$ cat config.mk
export PLATFORM = sky130hd
export DESIGN_NAME = flit_receiver_flat
export DESIGN_NICKNAME = d
export VERILOG_FILES = /design/src/rtl/noc_pkg.sv /design/src/rtl/flit_receiver_if.sv /design/src/rtl/noc_fifo.sv /design/src/rtl/flit_receiver.sv /design/src/flat_wrapper.sv
export SDC_FILE = /design/constraint.sdc
export NUM_CORES = 1
export LEC_CHECK = 0
export ABC_AREA = 1
export CORE_MARGIN = 2
export CORE_UTILIZATION = 40
export DETAILED_ROUTE_END_ITERATION = 12
export DONT_BUFFER_PORTS = 1
export PLACE_DENSITY = 0.63
export SLEW_MARGIN = 30
export SYNTH_ARGS = -nofsm -noshare
export SYNTH_HDL_FRONTEND = slang
export SYNTH_SLANG_ARGS = --single-unit
$ cat constraint.sdc
create_clock -name clk -period 7.2 [get_ports clk]
set_input_delay 1.44 -clock clk [delete_from_list [all_inputs] [get_ports clk]]
set_output_delay 1.44 -clock clk [all_outputs]
set_load 0.01 [all_outputs]
$ cat src/rtl/noc_pkg.sv
// Shared NoC definitions: flit field layout, port ids, tracker state.
// Pure declarations, no logic of its own.
// Imported by the receiver, its FIFO user and the interface.
package noc_pkg;

  localparam int FLIT_W    = 16;
  localparam int SEQ_MSB   = 15;
  localparam int SEQ_LSB   = 5;
  localparam int SRC_MSB   = 4;
  localparam int SRC_LSB   = 3;
  localparam int DEST_MSB  = 2;
  localparam int DEST_LSB  = 1;
  localparam int VALID_BIT = 0;
  localparam int SEQ_W     = SEQ_MSB - SEQ_LSB + 1;

  localparam logic [1:0] EAST  = 2'd0;
  localparam logic [1:0] WEST  = 2'd1;
  localparam logic [1:0] LOCAL = 2'd2;
  localparam logic [1:0] PORT3 = 2'd3;

  typedef enum logic {
    IDLE  = 1'b0,
    TRACK = 1'b1
  } trk_state_t;

  typedef struct packed {
    logic [SEQ_W-1:0] seq;
    logic [1:0]       src;
    logic [1:0]       dest;
    logic             valid;
  } flit_t;

  // Split a raw flit into its named fields.
  function automatic flit_t decode_flit(input logic [FLIT_W-1:0] raw);
    flit_t f;
    f.seq   = raw[SEQ_MSB:SEQ_LSB];
    f.src   = raw[SRC_MSB:SRC_LSB];
    f.dest  = raw[DEST_MSB:DEST_LSB];
    f.valid = raw[VALID_BIT];
    return f;
  endfunction

endpackage

$ cat src/rtl/flit_receiver_if.sv
// Router-port bundle: write/data and stall in, fill status, delivery and stats out.
// No logic; carries signals between router, consumer and receiver.
// master = router/consumer side, slave = receiver side.
interface flit_receiver_if #(parameter int WIDTH = 16);
  import noc_pkg::*;

  logic             write;
  logic [WIDTH-1:0] dataIn;
  logic             stall;
  logic             full;
  logic             almost_full;
  logic             rx_valid;
  logic [SEQ_W-1:0] rx_seq;
  logic [1:0]       rx_src;
  logic [15:0]      flit_count;
  logic [7:0]       err_count;
  logic             err_dest;
  logic             err_seq;
  logic             err_invalid;
  logic             overflow;

  modport master (
    output write, dataIn, stall,
    input  full, almost_full, rx_valid, rx_seq, rx_src, flit_count, err_count,
           err_dest, err_seq, err_invalid, overflow
  );

  modport slave (
    input  write, dataIn, stall,
    output full, almost_full, rx_valid, rx_seq, rx_src, flit_count, err_count,
           err_dest, err_seq, err_invalid, overflow
  );

endinterface

$ cat src/rtl/noc_fifo.sv
// Input flit FIFO, DEPTH entries, head visible combinationally on dout.
// Latency: pushed entry poppable the following cycle.
// Push ignored while full; full/almost_full registered from next occupancy.
module noc_fifo #(
  parameter int WIDTH = 16,
  parameter int DEPTH = 8
) (
  input  logic                         clk,
  input  logic                         reset_n,
  input  logic                         push,
  input  logic                         pop,
  input  logic [WIDTH-1:0]             din,
  output logic [WIDTH-1:0]             dout,
  output logic                         full,
  output logic                         almost_full,
  output logic                         empty,
  output logic [$clog2(DEPTH+1)-1:0]   count
);

  localparam int AW = $clog2(DEPTH);
  localparam int CW = $clog2(DEPTH+1);

  logic [WIDTH-1:0] mem [DEPTH];
  logic [AW-1:0]    wr_ptr;
  logic [AW-1:0]    rd_ptr;
  logic [CW-1:0]    count_nxt;
  logic             do_push;
  logic             do_pop;

  assign do_push = push & ~full;
  assign do_pop  = pop & ~empty;
  assign empty   = (count == '0);
  assign dout    = mem[rd_ptr];

  // Occupancy after this cycle's accepted push/pop.
  always_comb begin
    count_nxt = count;
    case ({do_push, do_pop})
      2'b10:   count_nxt = count + CW'(1);
      2'b01:   count_nxt = count - CW'(1);
      default: count_nxt = count;
    endcase
  end

  // Storage needs no reset: only entries between the pointers are ever read.
  always_ff @(posedge clk) begin
    if (do_push) mem[wr_ptr] <= din;
  end

  // Pointers, occupancy and registered fill status.
  always_ff @(posedge clk or negedge reset_n) begin
    if (!reset_n) begin
      wr_ptr      <= '0;
      rd_ptr      <= '0;
      count       <= '0;
      full        <= 1'b0;
      almost_full <= 1'b0;
    end else begin
      if (do_push) wr_ptr <= wr_ptr + AW'(1);
      if (do_pop)  rd_ptr <= rd_ptr + AW'(1);
      count       <= count_nxt;
      full        <= (count_nxt == CW'(DEPTH));
      almost_full <= (count_nxt >= CW'(DEPTH-1));
    end
  end

endmodule

$ cat src/rtl/flit_receiver.sv
// NoC sink: buffers router flits, checks dest/valid/per-source sequence, keeps stats.
// Latency: write in cycle N into empty FIFO -> rx_valid in cycle N+2.
// Backpressure: stall holds the FIFO head; full/almost_full go back to the router.
module flit_receiver
  import noc_pkg::*;
#(
  parameter int         WIDTH = 16,
  parameter int         DEPTH = 8,
  parameter logic [1:0] MY_ID = 2'b00
) (
  input  logic          clk,
  input  logic          reset_n,
  flit_receiver_if.slave rx
);

  localparam int CW = $clog2(DEPTH+1);

  logic [WIDTH-1:0] fifo_dout;
  logic             fifo_full;
  logic             fifo_af;
  logic             fifo_empty;
  logic [CW-1:0]    fifo_count;
  logic             pop;
  logic             drop;

  trk_state_t       trk_state [4];
  logic [SEQ_W-1:0] trk_exp   [4];

  flit_t            head;
  logic             deliver;
  logic             e_dest;
  logic             e_seq;
  logic             e_inv;
  logic [1:0]       err_inc;
  logic [8:0]       err_sum;

  assign pop  = ~fifo_empty & ~rx.stall;
  // full is the registered flag, so a same-cycle pop cannot make room.
  assign drop = rx.write & fifo_full;

  assign rx.full        = fifo_full;
  assign rx.almost_full = fifo_af;

  noc_fifo #(.WIDTH(WIDTH), .DEPTH(DEPTH)) u_fifo (
    .clk         (clk),
    .reset_n     (reset_n),
    .push        (rx.write),
    .pop         (pop),
    .din         (rx.dataIn),
    .dout        (fifo_dout),
    .full        (fifo_full),
    .almost_full (fifo_af),
    .empty       (fifo_empty),
    .count       (fifo_count)
  );

  // Classify the flit being popped this cycle; results are registered together.
  always_comb begin
    head    = decode_flit(fifo_dout);
    deliver = 1'b0;
    e_dest  = 1'b0;
    e_seq   = 1'b0;
    e_inv   = 1'b0;
    if (pop) begin
      if (!head.valid) begin
        e_inv = 1'b1;
      end else begin
        deliver = 1'b1;
        e_dest  = (head.dest != MY_ID);
        e_seq   = (trk_state[head.src] == TRACK) && (head.seq != trk_exp[head.src]);
      end
    end
    err_inc = 2'(e_inv) + 2'(e_dest) + 2'(e_seq) + 2'(drop);
    err_sum = {1'b0, rx.err_count} + 9'(err_inc);
  end

  // Delivery outputs, trackers, sticky flags and counters share one update edge.
  always_ff @(posedge clk or negedge reset_n) begin
    if (!reset_n) begin
      rx.rx_valid    <= 1'b0;
      rx.rx_seq      <= '0;
      rx.rx_src      <= '0;
      rx.flit_count  <= '0;
      rx.err_count   <= '0;
      rx.err_dest    <= 1'b0;
      rx.err_seq     <= 1'b0;
      rx.err_invalid <= 1'b0;
      rx.overflow    <= 1'b0;
      for (int i = 0; i < 4; i++) begin
        trk_state[i] <= IDLE;
        trk_exp[i]   <= '0;
      end
    end else begin
      rx.rx_valid <= deliver;
      if (deliver) begin
        rx.rx_seq              <= head.seq;
        rx.rx_src              <= head.src;
        rx.flit_count          <= rx.flit_count + 16'd1;
        // Mismatch resyncs to the received seq; wraps mod 2^11.
        trk_state[head.src]    <= TRACK;
        trk_exp[head.src]      <= head.seq + SEQ_W'(1);
      end
      if (e_dest) rx.err_dest    <= 1'b1;
      if (e_seq)  rx.err_seq     <= 1'b1;
      if (e_inv)  rx.err_invalid <= 1'b1;
      if (drop)   rx.overflow    <= 1'b1;
      rx.err_count <= err_sum[8] ? 8'hFF : err_sum[7:0];
    end
  end

  // Registered full flag must always agree with the occupancy counter.
  assert property (@(posedge clk) disable iff (!reset_n)
                   fifo_full == (fifo_count == CW'(DEPTH)));

endmodule

$ cat src/flat_wrapper.sv
// flat-port wrapper written by rule: the top's interface ports become plain ports
module flit_receiver_flat import noc_pkg::*;
#(
  parameter int         WIDTH = 16,
  parameter int         DEPTH = 8,
  parameter logic [1:0] MY_ID = 2'b00
)
  (clk, reset_n, rx_write, rx_dataIn, rx_stall, rx_full, rx_almost_full, rx_rx_valid, rx_rx_seq, rx_rx_src, rx_flit_count, rx_err_count, rx_err_dest, rx_err_seq, rx_err_invalid, rx_overflow);
  flit_receiver_if #(.WIDTH(WIDTH)) rx_i ();
  input  logic clk;
  input  logic reset_n;
  input wire logic [$bits(rx_i.write)-1:0] rx_write;
  input wire logic [$bits(rx_i.dataIn)-1:0] rx_dataIn;
  input wire logic [$bits(rx_i.stall)-1:0] rx_stall;
  output wire logic [$bits(rx_i.full)-1:0] rx_full;
  output wire logic [$bits(rx_i.almost_full)-1:0] rx_almost_full;
  output wire logic [$bits(rx_i.rx_valid)-1:0] rx_rx_valid;
  output wire logic [$bits(rx_i.rx_seq)-1:0] rx_rx_seq;
  output wire logic [$bits(rx_i.rx_src)-1:0] rx_rx_src;
  output wire logic [$bits(rx_i.flit_count)-1:0] rx_flit_count;
  output wire logic [$bits(rx_i.err_count)-1:0] rx_err_count;
  output wire logic [$bits(rx_i.err_dest)-1:0] rx_err_dest;
  output wire logic [$bits(rx_i.err_seq)-1:0] rx_err_seq;
  output wire logic [$bits(rx_i.err_invalid)-1:0] rx_err_invalid;
  output wire logic [$bits(rx_i.overflow)-1:0] rx_overflow;
  assign rx_i.write = rx_write;
  assign rx_i.dataIn = rx_dataIn;
  assign rx_i.stall = rx_stall;
  assign rx_full = rx_i.full;
  assign rx_almost_full = rx_i.almost_full;
  assign rx_rx_valid = rx_i.rx_valid;
  assign rx_rx_seq = rx_i.rx_seq;
  assign rx_rx_src = rx_i.rx_src;
  assign rx_flit_count = rx_i.flit_count;
  assign rx_err_count = rx_i.err_count;
  assign rx_err_dest = rx_i.err_dest;
  assign rx_err_seq = rx_i.err_seq;
  assign rx_err_invalid = rx_i.err_invalid;
  assign rx_overflow = rx_i.overflow;
  flit_receiver #(.WIDTH(WIDTH), .DEPTH(DEPTH), .MY_ID(MY_ID)) u_core (.clk(clk), .reset_n(reset_n), .rx(rx_i));
endmodule
==> run summary, run 1 <==
Final hold vios - 0
Aggregate global-route resource usage - 0.170
CTS Sinks - 230
Avg WL per Cell - 16.3 um
Number of flops mapped to enable cells by yosys - 128
Netlist cell types - 45
Worst-path maximum fanout - 62
Share of async-settable or async-resettable flops after synthesis - 0.443
Final period util - 0.693
Period minus WS final - 4.99 ns
Area leader, netlist - edfxtp_1
Max-cap violation count - 0
Critical path required time - 7.64 ns
Synth top area share - 0.377
Count leader, synth - nand2_1
Register bit total from synthesis - 230
Reg clk slew, reported paths - 0.06 ns
Worst setup EP type - flip-flop
Drt first-iter violations - 489
Residual DRC count - 0
Diode count - 0
Clock latency on the worst-skew pair - 0.52 ns
Largest cells by area after synthesis - edfxtp_1, dfrtp_1, nand2_1
Filler instances - 2,402
Maximum vdd drop - 0.000233 V
Detail Route Antenna Nets - 0
PwrDens - 485 nW/um2
Fraction of layout cells with a size suffix above 1 - 0.0925
CTS max path bufs - 3
Cell Area, Synth - 10,200 um2
FP Rows - 58
Die Y - 164 um
Overall die area - 26,700 um2
Post-Syn Instances - 1,010
Worst reg2reg setup slack - 2.21 ns
Final core utilization - 0.445
Slew Viols, Final - 0
Initial antenna violation count - 0
RSZ-0062 raised after global routing - no
Die X - 164 um
Worst-margin pin slew - 0.673 ns
Overflow after GRT - 0
Yosys warnings - 0
Status - finished clean
DR vias - 6,703
Clock root cell - clkbuf_16
Worst Hold Class - flip-flop to flip-flop
First-pass GRT wire length - 35,600 um
Core Footprint - 25,100 um2
Final wirelength - 22,200 um
Worst Skew - 0.0107 ns
Detailed-route vias per instance - 4.94
Commonest cells post-synth - nand2_1, edfxtp_1, dfrtp_1
Seq/Total Area, Yosys - 0.628
Vias in the first global route - 6,509
Largest net degree at the start of global routing - 103
CP startpoint kind - flip-flop
Post-cts hold buffer count - 0
Syn Nets - 1,043
Avg Cell Area, Syn - 10.1 um2
P_leak - 4.84 nW
Resized cells post-CTS - 0
Post-route setup TNS - 0 ns
Prevailing post-synth register cell - edfxtp_1
Gpl congestion - 0.804
Max Freq - 200 MHz
Worst setup margin - 2.21 ns
Ports - 64
TritonCTS clock tree - built
IO buf count - 0
Area Overhead vs Synth - 9.77%
CTS H-Tree Depth - 1
Starting Density - 0.406
Crit Path Class - flip-flop to flip-flop
TritonRoute pass-1 iters - 5
Max-slew headroom - 0.551
CTS buffer count - 24
Final setup vio count - 0
# nets final - 1,043
Place WS - 1.88 ns
Dpl hpwl - 13,600 um
Post-CTS Setup Bufs - 0
CP arrival - 5.43 ns
-- state kept, by name, summed over array words and instances (netlist names), 3 cells and up --
signal and flops:
u_core.u_fifo.mem 128, u_core.u_fifo.rd_ptr 3, u_core.u_fifo.wr_ptr 3, u_core.trk_state 4, u_core.rx.err_count 8, u_core.rx.flit_count 16, u_core.rx.rx_seq 11, u_core.trk_exp 44
u_core.u_fifo.count 4
-- critical path, stage by stage, from the launching register on --
cell     delay [ns]
dfrtp_2        0.40
buf_4          0.53
nand2_1        0.13
nand3_1        0.12
nand3_2        0.28
nand2_2        0.53
nand2_1        0.10
nand2_1        0.08
nand2_1        0.07
nand2_1        0.09
nand2_1        0.05
nand2_1        0.05
nand2_1        0.05
nor2_1         0.14
nand3_1        0.12
nand2_1        0.10
inv_1          0.06
fa_1           0.45
ha_1           0.20
xor2_1         0.24
fa_1           0.24
nand2_1        0.09
nor4_1         0.37
nand2_1        0.25
o21ai_0        0.14
-- cell usage in the layout, fill, tap and decap left out, types with 4 or more instances in the layout --
cell type / n
a21oi_1: 12
a22o_1: 4
buf_4: 11
clkbuf_1: 5
clkbuf_16: 24
clkinv_2: 7
dfrtp_1: 101
edfxtp_1: 128
ha_1: 10
inv_1: 58
inv_2: 14
nand2_1: 370
nand2_2: 7
nand3_1: 76
nor2_1: 34
nor2_2: 4
nor2_4: 7
nor3_1: 7
o21ai_0: 33
o21ai_1: 36
or2_2: 7
xnor2_1: 9
xor2_1: 17
-- cells by family (layout without fill, tap and decap cells) --
group / after synthesis / after routing / synth area share
AOI/OAI and AO/OA: 103 / 103 / 0.0574
xor gates and xnor gates: 26 / 26 / 0.0224
adders and majority gates: 13 / 13 / 0.0182
buffers and inverters: 110 / 127 / 0.0520
DFF: 230 / 230 / 0.628
and+or+nand+nor: 528 / 528 / 0.222
-- final timing paths --
path                                    startpoint                 endpoint  depth (start not counted)
max                        u_core.u_fifo.rd_ptr[0]   u_core.rx.err_count[2]                         24
min                            u_core.trk_state[0]      u_core.trk_state[0]                          2
max reg2reg                u_core.u_fifo.rd_ptr[0]   u_core.rx.err_count[2]                         24
min reg2reg                    u_core.trk_state[0]      u_core.trk_state[0]                          2
max in group asynchronous                  reset_n  u_core.u_fifo.rd_ptr[0]                          0
min in group asynchronous                  reset_n      u_core.rx.rx_seq[6]                          0
-- power by group --
| group | internal (mW) | total (mW) | leakage (nW) | switching (mW) |
|---|---|---|---|---|
| Combinational | 0.679 | 2.26 | 2.09 | 1.58 |
| Clock | 0.670 | 1.17 | 0.368 | 0.498 |
| Sequential | 1.77 | 2.00 | 2.38 | 0.230 |
-- metal layers --
layer / up-vias / routed length, um / track usage
met5: - / 0 / 0
met1: 3169 / 9830 / 0.228
met3: 38 / 1360 / 0.0353
met2: 163 / 10500 / 0.284
met4: 0 / 449 / 0.0387
li1: 3333 / - / -
-- metrics by stage --
stage / std cells / total power, mW / instance area (um2) / hold slack, ns
4_1_cts: 1357 / 5.47 / 11200 / 0.456
2_1_floorplan: 1010 / 3.77 / 10200 / 0.422
6_report: 1357 / 5.42 / 11200 / 0.450
3_5_place_dp: 1314 / 4.28 / 10400 / 0.441
5_1_grt: 1357 / 5.88 / 11200 / 0.489
3_3_place_gp: 1314 / 4.25 / 10400 / 0.440
-- final cells by class --
| cell class | count | area [um2] | share of cell area |
|---|---|---|---|
| clock buffer | 31 | 647 | 0.0579 |
| clock inverter | 12 | 96.3 | 0.00862 |
| inverter | 73 | 279 | 0.0250 |
| multi-input combinational | 670 | 3260 | 0.292 |
| sequential | 230 | 6400 | 0.572 |
| tap | 330 | 413 | 0.0369 |
| timing repair buffer | 11 | 82.6 | 0.00739 |
No activity file was read; power rests on OpenSTA's default activity.
==> run 2: changes to the inputs <==
- PLACE_DENSITY: 0.63 -> 0.65
- clock period: 7.2 -> 4.1 ns (I/O delays scaled with it)
==> run 2 against run 1 <==
Clock skew grew 0.0059 ns. Total power grew 100%. Clock power grew 84%. Maximum frequency grew 25%. Non-clock buffer count grew 48. Routed wire length grew 6.4%.
==> run summary, run 2 (synthesis results as in run 1) <==
Clock root cell - clkbuf_16 (unchanged)
Crit Path Class - flip-flop to flip-flop (unchanged)
Worst Skew - 0.0166 ns (was 0.0107 ns)
PwrDens - 900 nW/um2 (was 485 nW/um2)
R2R Path End - u_core.rx.err_count[3] (was u_core.rx.err_count[2])
Aggregate global-route resource usage - 0.174 (was 0.170)
PnR Total Power - 10.8 mW (was 5.42 mW)
CP Launch Point - u_core.u_fifo.rd_ptr[0] (unchanged)
First-pass GRT wire length - 36,700 um (was 35,600 um)
Largest net degree at the start of global routing - 103 (unchanged)
Final period util - 0.974 (was 0.693)
CTS H-Tree Depth - 1 (unchanged)
# nets final - 1,093 (was 1,043)
Largest register by flop count - u_core.u_fifo.mem (unchanged)
Dpl hpwl - 14,500 um (was 13,600 um)
Most frequent cells in the layout - nand2_1, edfxtp_1, dfrtp_1 (unchanged)
Worst R2R Path Depth - 29 (was 24)
Overflow after GRT - 0 (unchanged)
TritonCTS clock tree - built (unchanged)
Initial antenna violation count - 0 (unchanged)
Gpl congestion - 0.833 (was 0.804)
TritonRoute pass-1 iters - 5 (unchanged)
Final setup vio count - 0 (unchanged)
P_leak - 5.26 nW (was 4.84 nW)
CP dominant cell by count - nand2_1 (unchanged)
CTS max path bufs - 3 (unchanged)
Slew Viols, Final - 0 (unchanged)
Max-slew headroom - 0.552 (was 0.551)
Vias in the first global route - 6,979 (was 6,509)
Critical path required time - 4.51 ns (was 7.64 ns)
Overall die area - 26,700 um2 (unchanged)
Detailed-route vias per instance - 5.02 (was 4.94)
FP Rows - 58 (unchanged)
Worst Hold Class - primary input to async pin (was flip-flop to flip-flop)
CTS buffer count - 25 (was 24)
Post-route setup TNS - 0 ns (unchanged)
Slowest stage delay, CP - 0.49 ns (was 0.53 ns)
Filler instances - 2,315 (was 2,402)
Residual DRC count - 0 (unchanged)
Starting Density - 0.406 (unchanged)
Worst-margin pin slew - 0.672 ns (was 0.673 ns)
Die X - 164 um (unchanged)
Commonest non-fill, non-tap cell in the layout - nand2_1 (unchanged)
Reg clk slew, reported paths - 0.06 ns (about the same)
Worst reg2reg setup slack - 0.11 ns (was 2.21 ns)
Ports - 64 (unchanged)
Avg WL per Cell - 16.8 um (was 16.3 um)
Area Overhead vs Synth - 18.0% (was 9.77%)
Multi-input gate area - 3440 um2 (was 3260 um2)
FF/Latch Area - 6400 um2 (unchanged)
CTS Sinks - 230 (unchanged)
Worst setup EP type - flip-flop (unchanged)
Core Footprint - 25,100 um2 (unchanged)
Status - finished clean (unchanged)
CP Capture Point - u_core.rx.err_count[3] (was u_core.rx.err_count[2])
IO buf count - 0 (unchanged)
CP arrival - 4.40 ns (was 5.43 ns)
CP startpoint kind - flip-flop (unchanged)
Final hold vios - 0 (unchanged)
Fraction of layout cells with a size suffix above 1 - 0.164 (was 0.0925)
Maximum vdd drop - 0.000460 V (was 0.000233 V)
Worst-path maximum fanout - 8 (was 62)
Diode count - 0 (unchanged)
Die Y - 164 um (unchanged)
Max Freq - 250 MHz (was 200 MHz)
DR vias - 7,069 (was 6,703)
Max reg flops - 128 (unchanged)
RSZ-0062 raised after global routing - yes (was no)
Drt first-iter violations - 530 (was 489)
Max-cap violation count - 0 (unchanged)
Critical path's slowest cell - dfrtp_2 (was buf_4)
Biggest regs - u_core.u_fifo.mem (128), u_core.trk_exp (44), u_core.rx.flit_count (16) (unchanged)
Period minus WS final - 3.99 ns (was 4.99 ns)
Clock latency on the worst-skew pair - 0.54 ns (was 0.52 ns)
Reg2reg start - u_core.u_fifo.rd_ptr[0] (unchanged)
Detail Route Antenna Nets - 0 (unchanged)
Final wirelength - 23,600 um (was 22,200 um)
run 2: worst max-delay path: cells and delay by family (launching register included):
kind	cells	cell delay, ns
compound gates	1	0.19
xor+xnor	1	0.18
fa+ha+maj	3	1.00
buf+inv	8	0.78
flops	1	0.49
simple gates	16	1.19
run 2: metrics by stage:
step | instances | cell area (um2) | utilization | worst slack [ns] | hold WS, ns
after floorplan | 1010 | 10200 | - | 0.414 | 0.422
after global placement | 1341 | 10700 | 0.425 | 0.0441 | 0.441
after detailed placement | 1341 | 10700 | 0.425 | -0.155 | 0.440
after CTS | 1391 | 11600 | 0.463 | 0.0208 | 0.235
after global routing | 1408 | 12000 | 0.478 | -0.0999 | 0.239
final | 1408 | 12000 | 0.478 | 0.106 | 0.208
run 2: layer usage:
layer | up-vias | part of all wire | track usage
li1 | 3439 | - | -
met1 | 3394 | 0.44 | 0.230
met5 | - | 0 | 0
met3 | 45 | 0.054 | 0.0287
met4 | 0 | 0.025 | 0.0538
met2 | 191 | 0.48 | 0.295
run 2: repair_timing:
action / 4_1_cts / 5_1_grt
pin swaps: 1 / 25
endpoints found under the setup margin: 7 / 8
buffers inserted: 1 / 15
hold endpoints to repair: 102 / 0
cloned: 3 / 2
hold buffers: 1 / 0
gates resized for setup: 10 / 58
run 2: cell type report:
type	count	area share
Inverter	73	0.0243
Sequential cell	230	0.532
Timing Repair inverter	1	0.000937
Multi-Input combinational cell	670	0.287
Tap cell	330	0.0344
Clock buffer	40	0.0626
Timing Repair Buffer	59	0.0553
Clock inverter	5	0.00354
run 2: how the worst min path moves through the flow:
stage / to / from / slack, ns
2_1_floorplan: u_core.trk_state[0] / u_core.trk_state[0] / 0.42
3_3_place_gp: u_core.trk_state[0] / u_core.trk_state[0] / 0.44
3_5_place_dp: u_core.trk_state[1] / u_core.trk_state[1] / 0.44
4_1_cts: u_core.u_fifo.rd_ptr[1] / reset_n / 0.23
5_1_grt: u_core.u_fifo.rd_ptr[1] / reset_n / 0.24
6_report: u_core.u_fifo.rd_ptr[1] / reset_n / 0.21
run 2: power breakdown:
group / internal, mW / switching, mW / total, mW
Sequential: 3.10 / 0.432 / 3.53
Combinational: 1.98 / 3.14 / 5.12
Clock: 1.26 / 0.895 / 2.15
Total: 6.34 / 4.47 / 10.8
